<file path="config.mk">
export PLATFORM = sky130hd
export DESIGN_NAME = mem_dump_reader
export DESIGN_NICKNAME = d
export VERILOG_FILES = /design/src/rtl/mem_dump_pkg.sv /design/src/rtl/mem_dump_fifo.sv /design/src/rtl/mem_dump_reader.sv
export SDC_FILE = /design/constraint.sdc
export NUM_CORES = 1
export LEC_CHECK = 0
export CELL_PAD_IN_SITES_DETAIL_PLACEMENT = 1
export CELL_PAD_IN_SITES_GLOBAL_PLACEMENT = 1
export CORE_AREA = 2 2 159 161
export CTS_CLUSTER_SIZE = 10
export DETAILED_ROUTE_END_ITERATION = 10
export DIE_AREA = 0 0 161 163
export DONT_BUFFER_PORTS = 1
export PLACE_DENSITY = 0.5
export SYNTH_ARGS = -nofsm -noshare
export SYNTH_HDL_FRONTEND = slang
export SYNTH_SLANG_ARGS = --single-unit
</file>
<file path="constraint.sdc">
create_clock -name clk_i -period 2.5 [get_ports clk_i]
set_input_delay 0.25 -clock clk_i [delete_from_list [all_inputs] [get_ports clk_i]]
set_output_delay 0.25 -clock clk_i [all_outputs]
set_load 0.02 [all_outputs]
</file>
<file path="src/rtl/mem_dump_pkg.sv">
// Shared types and defaults for the RAM dump reader.
package mem_dump_pkg;

   typedef enum logic [1:0] {
      ST_IDLE  = 2'd0,
      ST_READ  = 2'd1,
      ST_DRAIN = 2'd2,
      ST_DONE  = 2'd3
   } dump_state_t;

   // Default output buffer depth; must be a power of two and at least 3.
   localparam int unsigned DUMP_FIFO_DEPTH = 4;

endpackage

</file>
<file path="src/rtl/mem_dump_fifo.sv">
// Show-ahead synchronous FIFO holding {addr, data} beats for the dump reader.
module mem_dump_fifo #(
   parameter int unsigned WIDTH = 24,
   parameter int unsigned DEPTH = 4,
   localparam int unsigned PW = $clog2(DEPTH),
   localparam int unsigned CW = PW + 1
) (
   input  logic             clk_i,
   input  logic             rst_i,
   input  logic             push_i,
   input  logic [WIDTH-1:0] push_data_i,
   input  logic             pop_i,
   output logic [WIDTH-1:0] head_o,
   output logic [CW-1:0]    count_o
);

   logic [WIDTH-1:0] mem_q [DEPTH];
   logic [PW-1:0]    wr_ptr_q;
   logic [PW-1:0]    rd_ptr_q;
   logic [CW-1:0]    count_q;
   logic             pop_ok;

   // A pop on an empty buffer is dropped rather than corrupting the pointers.
   assign pop_ok  = pop_i && (count_q != '0);
   assign head_o  = mem_q[rd_ptr_q];
   assign count_o = count_q;

   // Storage array; contents are don't-care until the count says otherwise.
   always_ff @(posedge clk_i) begin
      if (push_i) begin
         mem_q[wr_ptr_q] <= push_data_i;
      end
   end

   // Pointer and occupancy bookkeeping.
   always_ff @(posedge clk_i or posedge rst_i) begin
      if (rst_i) begin
         wr_ptr_q <= '0;
         rd_ptr_q <= '0;
         count_q  <= '0;
      end else begin
         if (push_i) begin
            wr_ptr_q <= wr_ptr_q + 1'b1;
         end
         if (pop_ok) begin
            rd_ptr_q <= rd_ptr_q + 1'b1;
         end
         case ({push_i, pop_ok})
            2'b10:   count_q <= count_q + 1'b1;
            2'b01:   count_q <= count_q - 1'b1;
            default: count_q <= count_q;
         endcase
      end
   end

endmodule

</file>
<file path="src/rtl/mem_dump_reader.sv">
// Walks a RAM window through a synchronous read port and streams
// (address, byte) beats out over valid/ready.
//
// state    | meaning
// ST_IDLE  | waiting for start; read port released
// ST_READ  | issuing reads whenever the output buffer has credit
// ST_DRAIN | all reads issued; emptying buffer and inflight read
// ST_DONE  | one-cycle completion pulse, then back to idle
module mem_dump_reader
   import mem_dump_pkg::*;
#(
   parameter int unsigned DATA_WIDTH = 8,
   parameter int unsigned ADDR_WIDTH = 16,
   parameter int unsigned FIFO_DEPTH = DUMP_FIFO_DEPTH
) (
   input  logic                  clk_i,
   input  logic                  reset_i,
   input  logic                  start_i,
   input  logic [ADDR_WIDTH-1:0] base_addr_i,
   input  logic [ADDR_WIDTH:0]   length_i,
   output logic                  bus_req_o,
   output logic                  mem_rd_en_o,
   output logic [ADDR_WIDTH-1:0] mem_addr_o,
   input  logic [DATA_WIDTH-1:0] mem_rd_data_i,
   output logic                  out_valid_o,
   input  logic                  out_ready_i,
   output logic [ADDR_WIDTH-1:0] out_addr_o,
   output logic [DATA_WIDTH-1:0] out_data_o,
   output logic                  busy_o,
   output logic                  done_o
);

   localparam int unsigned CW = $clog2(FIFO_DEPTH) + 1;
   localparam int unsigned EW = ADDR_WIDTH + DATA_WIDTH;
   localparam logic [CW:0] DEPTH_W = FIFO_DEPTH[CW:0];
   localparam logic [ADDR_WIDTH:0] REM_LAST = {{ADDR_WIDTH{1'b0}}, 1'b1};

   dump_state_t           state_q, state_d;
   logic [ADDR_WIDTH-1:0] addr_q, addr_d;
   logic [ADDR_WIDTH:0]   remaining_q, remaining_d;
   logic                  busy_q, bus_req_q, done_q;

   logic                  inflight_q;
   logic [ADDR_WIDTH-1:0] inflight_addr_q;

   logic [CW-1:0]         fifo_count;
   logic [EW-1:0]         fifo_head;
   logic                  fifo_push;
   logic                  fifo_pop;
   logic [CW:0]           credit_used;
   logic                  rd_en;
   logic                  drain_finish;

   // A read only issues when its returning byte is sure to find a free slot.
   assign credit_used = {1'b0, fifo_count} + {{CW{1'b0}}, inflight_q};
   assign rd_en       = (state_q == ST_READ) && (credit_used < DEPTH_W);

   assign fifo_push   = inflight_q;
   assign out_valid_o = (fifo_count != '0);
   assign fifo_pop    = out_valid_o && out_ready_i;

   // Finish once nothing is in flight and the last buffered beat is leaving.
   assign drain_finish = !inflight_q &&
                         ((fifo_count == '0) ||
                          ((fifo_count == CW'(1)) && fifo_pop));

   assign mem_rd_en_o = rd_en;
   assign mem_addr_o  = rd_en ? addr_q : '0;
   assign out_addr_o  = out_valid_o ? fifo_head[EW-1:DATA_WIDTH] : '0;
   assign out_data_o  = out_valid_o ? fifo_head[DATA_WIDTH-1:0] : '0;
   assign busy_o      = busy_q;
   assign bus_req_o   = bus_req_q;
   assign done_o      = done_q;

   mem_dump_fifo #(
      .WIDTH (EW),
      .DEPTH (FIFO_DEPTH)
   ) u_fifo (
      .clk_i       (clk_i),
      .rst_i       (reset_i),
      .push_i      (fifo_push),
      .push_data_i ({inflight_addr_q, mem_rd_data_i}),
      .pop_i       (fifo_pop),
      .head_o      (fifo_head),
      .count_o     (fifo_count)
   );

   // Next-state, address walk and remaining-count decode.
   always_comb begin
      state_d     = state_q;
      addr_d      = addr_q;
      remaining_d = remaining_q;
      case (state_q)
         ST_IDLE: begin
            if (start_i) begin
               addr_d      = base_addr_i;
               remaining_d = length_i;
               state_d     = (length_i == '0) ? ST_DONE : ST_READ;
            end
         end
         ST_READ: begin
            if (rd_en) begin
               addr_d      = addr_q + 1'b1;
               remaining_d = remaining_q - 1'b1;
               if (remaining_q == REM_LAST) begin
                  state_d = ST_DRAIN;
               end
            end
         end
         ST_DRAIN: begin
            if (drain_finish) begin
               state_d = ST_DONE;
            end
         end
         ST_DONE: begin
            state_d = ST_IDLE;
         end
         default: begin
            state_d = ST_IDLE;
         end
      endcase
   end

   // State register with registered status outputs decoded from the next state.
   always_ff @(posedge clk_i or posedge reset_i) begin
      if (reset_i) begin
         state_q     <= ST_IDLE;
         addr_q      <= '0;
         remaining_q <= '0;
         busy_q      <= 1'b0;
         bus_req_q   <= 1'b0;
         done_q      <= 1'b0;
      end else begin
         state_q     <= state_d;
         addr_q      <= addr_d;
         remaining_q <= remaining_d;
         busy_q      <= (state_d == ST_READ) || (state_d == ST_DRAIN);
         bus_req_q   <= (state_d == ST_READ) || (state_d == ST_DRAIN);
         done_q      <= (state_d == ST_DONE);
      end
   end

   // Track the single outstanding read so its data lands with its address;
   // clearing it on reset discards a read that is still returning.
   always_ff @(posedge clk_i or posedge reset_i) begin
      if (reset_i) begin
         inflight_q      <= 1'b0;
         inflight_addr_q <= '0;
      end else begin
         inflight_q <= rd_en;
         if (rd_en) begin
            inflight_addr_q <= addr_q;
         end
      end
   end

endmodule

</file>
==> results.tsv, run 1 <==
metric	value	unit
nets	599	
place_hpwl	12300	um
synthTopCellsByArea	edfxtp_1 40%, dfrtp_1 21%, mux4_2 7.4%	
postLayoutCoreUtil	0.339	
area_growth_syn_to_layout	15.4	%
setup_viol	0	
yosysSeqAreaShare	0.608	
grt_pass1_wl	28500	um
powerDensity	1310	mW/mm^2
post-route-period-util	0.921	
maxCapViolations	0	
path_cells	and3_4 -> nor3_4 -> buf_6 -> and2_1	
grt_antenna_before_repair	0	
grt_util_all_layers	0.143	
ys_top_cells_by_count	96 x edfxtp_1, 61 x dfrtp_1, 45 x and2_1	
rsz0062_at_grt	false	
drtIter0Drc	154	
combPwrFrac	0.347	
ant_nets	0	
cts_post_setup_buffers_inserted	0	
antennaDiodeCount	0	
via_per_inst	5.03	
p_int	6650	uW
fin_hold_ws	0.0190	ns
cts_buffers	17	
synthFlopType	edfxtp_1	
path_buf_inv	1	
die_area	0.0262	mm^2
die-height	163	um
place.gp.congestion	0.787	
path_max_fanout	36	
p_leak	0.00299	uW
end_kind	output pin	
cts_root_buf	clkbuf_16	
r2r-start	remaining_q[1]$_DFFE_PP0P_	
cts_tree	done	
p_seq_frac	0.419	
wirelength	18200	um
pwr-share-clk	0.234	
drive_above_1_share	0.208	
synthDistinctLibCells	60	
clock_path_buffers	2	
synthDominantCellAreaShare	0.397	
required	2.25	ns
synth_top_cell_by_area	edfxtp_1	
ir_worst_vdd	0.000422	V
syn_inst	522	
clk_latency	0.43	ns
finalCriticalPeriod	2.30	ns
critPathLaunchType	flip-flop	
hp-start	base_addr_i[13]	
placed_cell_area	0.00764	mm^2
async_flop_share	0.389	
synth_fp_nets	580	
synth.cell_area	0.00726	mm^2
grt.overflow.total	0	
synth_edf_count	96	
yosys_warnings	0	
critPathTopFamily	simple AND/OR/NAND/NOR gates	
drv_slew	0	
cts_max_level	4	
p_switching	4360	uW
cts_num_sinks	157	
max_clock_freq	0.434	GHz
min_path_type	in2reg	
critPathArrivalTime	2.05	ns
dr.pass1.iters	4	
synth.most_common_cell	edfxtp_1	
finalSetupTns	0	ns
slew_headroom	0.625	
crit_path_start	fifo_push$_DFF_PP0_	
slowest_stage	dfrtp_1	
initial_core_util	0.294	
outcome	complete, no violations	
syn_avg_cell_area	13.9	um^2
nFillCells	2604	
drc	0	
wl_per_cell	20.6	um
critical_path_class	reg2out	
max_stage_delay	0.50	ns
switching_share	0.396	
finClkSkew	0.00951	ns
portBuffers	0	
fp.dieW	161	um
boundaryPins	90	
tightest_slew	0.559	ns
first_global_vias	4882	
hold_violations	0	
final_cell_area	0.00837	mm^2
vias	4450	
core_region_area	0.0247	mm^2
grt_max_degree	52	
path_clk_slew	0.07	ns
fp-row-count	58	
ys_seq_elements	157	
==> final cells by class <==
type	count	area, um^2	share of cell area
Multi-Input combinational cell	321	2610	0.312
Clock inverter	15	165	0.0197
Timing Repair Buffer	31	294	0.0351
Clock buffer	17	425	0.0508
Sequential cell	157	4410	0.527
Tap cell	330	413	0.0493
Inverter	13	48.8	0.00583
==> per-layer routing <==
layer  track usage  routed length, um
met4        0.0487                302
met3        0.0390                832
met1         0.175               7890
met5             0                  0
met2         0.246               9200
==> power groups by stage <==
stage,logic [uW],clock network [uW],registers (uW)
2_1_floorplan,3260,0,4230
3_3_place_gp,3800,0,4620
3_5_place_dp,3870,0,4680
4_1_cts,3900,2660,4630
5_1_grt,4170,2740,4760
6_report,3820,2570,4610
==> kinds of logic after synthesis <==
| kind of cell | after synthesis | synth area share |
|---|---|---|
| adder cells (fa/ha/maj) | 13 | 0.0224 |
| flip-flops | 157 | 0.608 |
| AO/OA/AOI/OAI | 104 | 0.0972 |
| multiplexers | 43 | 0.103 |
| AND/OR/NAND/NOR | 155 | 0.130 |
| buffers and inverters | 44 | 0.0324 |
| XOR/XNOR | 6 | 0.00724 |
==> final timing paths <==
kind	slack [ns]	cells after the start	endpoint
setup / recovery	0.20	4	mem_addr_o[11]
hold reg to reg	0.52	0	u_fifo.mem_q[3][11]$_DFFE_PP_
min in group asynchronous	0.30	2	bus_req_o$_DFF_PP0_
hold / removal	0.02	2	addr_q[13]$_DFFE_PP0P_
setup reg to reg	0.52	7	bus_req_o$_DFF_PP0_
max in group asynchronous	1.46	3	u_fifo.rd_ptr_q[0]$_DFFE_PP0P_
==> cell usage in the layout (no fill, tap or decap), drive strengths merged, types with 2 or more instances in the layout <==
| cell type | instances |
|---|---|
| xor2 | 2 |
| xnor2 | 4 |
| edfxtp | 96 |
| o31ai | 3 |
| mux4 | 24 |
| ha | 13 |
| a31oi | 5 |
| mux2i | 3 |
| nor2 | 18 |
| o22ai | 8 |
| dlygate4sd3 | 13 |
| o22a | 7 |
| mux2 | 16 |
| nor3 | 13 |
| and4 | 3 |
| inv | 21 |
| nand4 | 10 |
| nand3 | 9 |
| and2 | 46 |
| or3b | 2 |
| clkbuf | 17 |
| a2bb2oi | 5 |
| o21ai | 25 |
| nand2 | 20 |
| or4 | 3 |
| a211oi | 2 |
| and3 | 7 |
| o2bb2ai | 4 |
| o21a | 2 |
| buf | 18 |
| a22oi | 5 |
| a21oi | 31 |
| nor4 | 18 |
| dfrtp | 61 |
| clkinv | 7 |
| nand2b | 2 |
==> repair_timing <==
item | CTS | global route
hold buffers | 13 | 0
gates resized for setup | 0 | 2
endpoints found under the hold margin | 54 | 0
setup endpoints to repair | 0 | 12
==> registers in the layout (all words and copies together) (netlist names) <==
signal           count
remaining_q         17
u_fifo.count_o       3
fifo_push            1
bus_req_o            1
inflight_addr_q     16
addr_q              16
u_fifo.mem_q        96
u_fifo.wr_ptr_q      2
done_o               1
state_q              2
u_fifo.rd_ptr_q      2
==> through the flow <==
| step | std cells | power [uW] | setup WS (ns) |
|---|---|---|---|
| 2_1_floorplan | 522 | 7490 | 0.686 |
| 3_3_place_gp | 839 | 8420 | 0.493 |
| 3_5_place_dp | 839 | 8550 | 0.486 |
| 4_1_cts | 884 | 11200 | 0.0168 |
| 5_1_grt | 884 | 11700 | 0.0870 |
| 6_report | 884 | 11000 | 0.198 |
No activity file was read; power rests on OpenSTA's default activity.
==> run 2: changes to the inputs <==
MAX_ROUTING_LAYER = met4   (was default)
RECOVER_POWER = 25   (was default)
clock period = 2.28 ns   (was 2.5 ns; I/O delays follow)
==> results.tsv, run 2 (synthesis gave the netlist of run 1 again) <==
metric	value	unit	change
layout_common_cells	96 x edfxtp_1, 60 x dfrtp_1, 31 x and2_1		
path_cells	inv_1 -> ha_1 -> nand2b_1 -> buf_6 -> and2_1		
drv_slew	0		unchanged
use_met2	0.263		+0.0174
multi_input_area	0.00265	mm^2	+1.4%
path_clk_slew	0.07	ns	about the same
wl_per_cell	20.9	um	+1.4%
total_power	12400	uW	+12%
vias	4519		+1.6%
grt.overflow.total	0		unchanged
via_per_inst	5.02		-0.25%
crit_path_start	u_fifo.count_o[0]$_DFFE_PP0P_		
clk_latency	0.43	ns	about the same
cts_max_level	4		unchanged
drive_above_1_share	0.243		+0.0354
grt_pass1_wl	28900	um	+1.6%
postLayoutCoreUtil	0.347		+0.00791
nFillCells	2602		-0.077%
maxCapViolations	0		unchanged
largest_reg_flops	96		unchanged
drtIter0Drc	191		+24%
nets	613		+2.3%
core_region_area	0.0247	mm^2	unchanged
required	2.05	ns	-0.20 ns
slew_headroom	0.223		-0.402
place_hpwl	12200	um	-0.34%
outcome	complete, no violations		
grt_max_degree	62		+19%
first_global_vias	5071		+3.9%
cts_buffers	17		unchanged
path_max_fanout	25		-31%
portBuffers	0		unchanged
ant_nets	0		unchanged
hold_violations	0		unchanged
max_clock_freq	0.471	GHz	
post-route-period-util	0.930		
critical_path_class	reg2out		
boundaryPins	90		unchanged
tightest_slew	1.16	ns	+0.600 ns
finalSetupTns	0	ns	unchanged
holdPathStages	2		unchanged
fp-row-count	58		unchanged
place.gp.congestion	0.811		+3.0%
met1_usage	0.169		-0.00617
finClkSkew	0.0114	ns	+0.00191 ns
fp.dieW	161	um	unchanged
hp-start	length_i[3]		
grt_antenna_before_repair	2		+2
cts_tree	done		
p_leak	0.00309	uW	+3.2%
initial_core_util	0.294		unchanged
wirelength	18800	um	+3.3%
grt_util_all_layers	0.152		+0.00813
min_path_type	in2reg		
setup_viol	0		unchanged
r2r-start	u_fifo.count_o[0]$_DFFE_PP0P_		
max_stage_delay	0.43	ns	-0.07 ns
cts_root_buf	clkbuf_16		
finalCriticalPeriod	2.12	ns	
rsz0062_at_grt	false		
dr.pass1.iters	4		unchanged
largest_register	u_fifo.mem_q		
reg.largest.list	u_fifo.mem_q x96, remaining_q x17		
slowest_stage	dfrtp_1		
mostFrequentLayoutCell	edfxtp_1		
grt_busiest_layer	met2		
die_area	0.0262	mm^2	unchanged
cts_num_sinks	157		unchanged
die-height	163	um	unchanged
critPathLaunchType	flip-flop		
powerDensity	1440	mW/mm^2	+9.8%
critPathArrivalTime	1.89	ns	-0.16 ns
seq_area	0.00441	mm^2	about the same
area_growth_syn_to_layout	18.1	%	
ir_worst_vdd	0.000469	V	+11%
drc	0		unchanged
clock_path_buffers	2		unchanged
rr_worst_depth	4		-3
grt_use_met3	0.0441		+0.00509
end_kind	output pin		
==> run 2: changes by cell type in the layout (fill, tap and decap cells not counted), moves of 2 or more <==
cell,previous run,this run
diode_2,0,2
and2_1,45,31
buf_4,15,20
and2_2,1,15
dlygate4sd3_1,13,18
==> run 2: per-layer routing <==
| layer | share of wire | up-vias |
|---|---|---|
| met1 | 0.41 | 2320 |
| met3 | 0.051 | 20 |
| li1 | - | 2089 |
| met2 | 0.53 | 90 |
| met5 | 0 | - |
| met4 | 0.011 | 0 |
==> run 2: worst max-delay path: cells and delay by family (launching register included) <==
| family | cells | cell delay [ns] |
|---|---|---|
| and+or+nand+nor | 2 | 0.46 |
| DFF | 1 | 0.43 |
| buffers and inverters | 2 | 0.34 |
| adders and majority gates | 1 | 0.21 |
==> run 2: worst paths after layout <==
kind,endpoint,slack (ns)
min,remaining_q[3]$_DFFE_PP0P_,0.02
max in group asynchronous,u_fifo.rd_ptr_q[0]$_DFFE_PP0P_,1.59
max,out_addr_o[11],0.16
max reg2reg,remaining_q[9]$_DFFE_PP0P_,0.24
min reg2reg,u_fifo.mem_q[2][16]$_DFFE_PP_,0.51
min in group asynchronous,remaining_q[9]$_DFFE_PP0P_,0.33
==> run 2: cell type report <==
cell class	count	area share
Sequential cell	157	0.515
Multi-Input combinational cell	322	0.309
Timing Repair Buffer	44	0.0524
Clock buffer	17	0.0497
Tap cell	330	0.0482
Clock inverter	15	0.0193
Inverter	13	0.00570
Antenna cell	2	0.000584
==> run 2: per-stage QoR <==
stage | setup slack [ns] | cell area [um^2] | hold slack (ns) | instances
global route | 0.00583 | 8570 | 0.0145 | 900
CTS | 0.00621 | 8530 | 0.000535 | 897
detailed placement | 0.0689 | 7700 | 0.222 | 845
global placement | 0.139 | 7700 | 0.216 | 845
finish | 0.159 | 8570 | 0.0246 | 900
floorplan | 0.488 | 7260 | 0.327 | 522
==> run 2: what timing repair did <==
| item | 4_1_cts | 5_1_grt |
|---|---|---|
| endpoints found under the hold margin | 102 | 0 |
| pin swaps | 1 | 1 |
| cloned | 1 | 1 |
| hold buffers | 18 | 0 |
| resized for setup | 15 | 5 |
| setup buffers | 1 | 0 |
| endpoints found under the setup margin | 16 | 46 |
==> run 2: power breakdown <==
part	leakage (uW)	internal (uW)	switching (uW)
logic	0.00118	1930	2760
clock network	0.000292	1480	1330
registers	0.00162	4100	763
==> run 3: changes to the inputs <==
CORE_AREA = 2 2 157 159   (was 2 2 159 161)
DIE_AREA = 0 0 159 161   (was 0 0 161 163)
GPL_ROUTABILITY_DRIVEN = 0   (was default)
HOLD_SLACK_MARGIN = 0.06   (was default)
SYNTH_HIERARCHICAL = 1   (was default)
==> results.tsv, run 3 <==
metric	value	unit	change
setup_ws	0.113	ns	-0.0460 ns
die-height	161	um	-1.2%
ant_nets	0		unchanged
grt.overflow.total	0		unchanged
initial_core_util	0.296		+0.00188
finalSetupTns	0	ns	unchanged
drv_slew	0		unchanged
synthDistinctLibCells	51		-15%
critPathLaunchType	flip-flop		
critPathArrivalTime	1.94	ns	+0.05 ns
layout_common_cells	96 x edfxtp_1, 60 x dfrtp_1, 42 x a21oi_1, 42 x dlygate4sd3_1, 37 x nand2_1		
via_per_inst	4.99		-0.61%
ir_worst_vdd	0.000483	V	+3.0%
die_area	0.0256	mm^2	-2.5%
synth_top_cell_by_area	edfxtp_1		
syn_avg_cell_area	13.4	um^2	-3.7%
post-route-period-util	0.950		+0.0202
required	2.05	ns	about the same
fp.dieW	159	um	-1.2%
reg.largest.list	u_fifo/mem_q x96, remaining_q x17		
grt_antenna_before_repair	3		+1
setup_viol	0		unchanged
fp-row-count	57		-1.7%
pre_cts_slack	-0.00751	ns	-0.0764 ns
min_path_type	in2reg		
clk_latency	0.43	ns	about the same
synth_xor_area_frac	0.00741		+0.000167
cts_root_buf	clkbuf_16		
end_kind	output pin		
synth_mux_area_frac	0.109		+0.00557
path_max_fanout	16		-36%
synth_fa_ha_area_frac	0.0187		-0.00372
drc	0		unchanged
synth_edf_count	96		unchanged
ys_top_cells_by_count	96 x edfxtp_1, 61 x dfrtp_1, 42 x a21oi_1		
dr.pass1.iters	4		unchanged
yosysSeqAreaShare	0.622		+0.0140
powerDensity	1580	mW/mm^2	+9.6%
cts_buffers	17		unchanged
portBuffers	0		unchanged
largest_register	u_fifo/mem_q		
cts_tree	done		
synth_top_family_by_area	simple AND/OR/NAND/NOR gates		
drive_above_1_share	0.212		-0.0305
path_clk_slew	0.07	ns	about the same
vias	4691		+3.8%
synth.cell_area	0.00709	mm^2	-2.3%
core_region_area	0.0240	mm^2	-2.9%
slew_headroom	0.449		+0.226
boundaryPins	90		unchanged
total_power	14000	uW	+13%
finalCriticalPeriod	2.17	ns	+0.0460 ns
finClkSkew	0.0105	ns	-0.000965 ns
synthFlopType	edfxtp_1		
grt_util_all_layers	0.154		+0.00264
synth_fp_nets	585		+0.86%
synth_compound_area_frac	0.0877		-0.00957
area_growth_syn_to_layout	24.9	%	
fin_hold_ws	0.0702	ns	+0.0456 ns
rsz0062_at_grt	false		
grt_max_degree	36		-42%
async_flop_share	0.389		unchanged
wirelength	18800	um	about the same
syn_inst	530		+1.5%
grt_pass1_wl	29300	um	+1.4%
cts_num_sinks	157		unchanged
maxCapViolations	0		unchanged
drtIter0Drc	255		+34%
place_hpwl	12400	um	+1.4%
wl_per_cell	20.0	um	-4.2%
largest_reg_flops	96		unchanged
cts_max_level	4		unchanged
outcome	complete, no violations		
critical_path_class	reg2out		
synth.most_common_cell	edfxtp_1		
tightest_slew	0.825	ns	-0.333 ns
clock_path_buffers	2		unchanged
synthTopCellsByArea	edfxtp_1 41%, dfrtp_1 22%, mux4_2 5.7%		
yosys_warnings	6		+6
postLayoutCoreUtil	0.370		+0.0224
synth_simple_gate_area_frac	0.123		-0.00635
first_global_vias	5079		+0.16%
hold_violations	0		unchanged
mostFrequentLayoutCell	edfxtp_1		
max_clock_freq	0.461	GHz	-2.1%
synthDominantCellAreaShare	0.406		+0.00918
p_leak	0.00322	uW	+4.3%
ys_seq_elements	157		unchanged
nets	654		+6.7%
run 3: path summary, 6_finish.rpt:
path                                                start                              to  slack [ns]  cells past startpoint
min in group asynchronous                         reset_i  u_fifo/rd_ptr_q[1]$_DFFE_PP0P_        0.26                      2
setup reg to reg              remaining_q[15]$_DFFE_PP0P_             bus_req_o$_DFF_PP0_        0.12                      6
hold reg to reg            u_fifo/rd_ptr_q[1]$_DFFE_PP0P_  u_fifo/rd_ptr_q[1]$_DFFE_PP0P_        0.49                      1
hold / removal                               length_i[14]            state_q[1]$_DFF_PP0_        0.07                      3
max in group asynchronous                         reset_i      remaining_q[9]$_DFFE_PP0P_        1.13                      3
setup / recovery                     state_q[0]$_DFF_PP0_                   mem_addr_o[2]        0.11                      5
run 3: through the flow:
stage | instance area (um^2) | std cells
after floorplan | 7090 | 530
after global placement | 7670 | 856
after detailed placement | 7670 | 856
after CTS | 8730 | 930
after global routing | 8850 | 939
final | 8860 | 940
run 3: kinds of logic (layout without fill, tap and decap cells):
group / after synthesis / in the layout
AO/OA/AOI/OAI: 103 / 103
XOR/XNOR: 6 / 6
adder cells (fa/ha/maj): 10 / 10
buffers and inverters: 48 / 130
flip-flops: 157 / 157
multiplexers: 43 / 43
other: 0 / 4
AND/OR/NAND/NOR: 163 / 163
run 3: cell type report:
type / instances / area [um^2]
antenna: 4 / 10.0
clock buffer: 18 / 429
clock inverter: 14 / 193
fill: 2554 / 15100
inverter: 16 / 60.1
multi-input combinational: 325 / 2530
sequential: 157 / 4410
tap: 324 / 405
timing repair buffer: 82 / 822
run 3: report_power, final:
part	internal (uW)	leakage, uW	switching [uW]
clock	1770	0.000303	1250
combinational	2470	0.00136	3560
sequential	4150	0.00156	799
run 3: repair_timing:
item / 4_1_cts / 5_1_grt
pin swaps: 0 / 2
resized for setup: 4 / 17
endpoints found under the setup margin: 15 / 22
hold buffers: 42 / 0
cloned: 0 / 2
hold endpoints to repair: 92 / 0
buffers inserted: 0 / 4
run 3: routing by layer:
layer / up-vias / GRT usage / wire length (um)
met5: - / - / 0
met4: 0 / 0.0442 / 226
met3: 14 / 0.0390 / 804
met2: 106 / 0.266 / 9730
met1: 2421 / 0.179 / 8060
li1: 2150 / - / -
run 3: critical path: stages (launching register included):
cell,delay (ns)
dfrtp_1,0.38
buf_6,0.19
nand2b_1,0.15
buf_4,0.21
nor4_1,0.35
buf_4,0.23
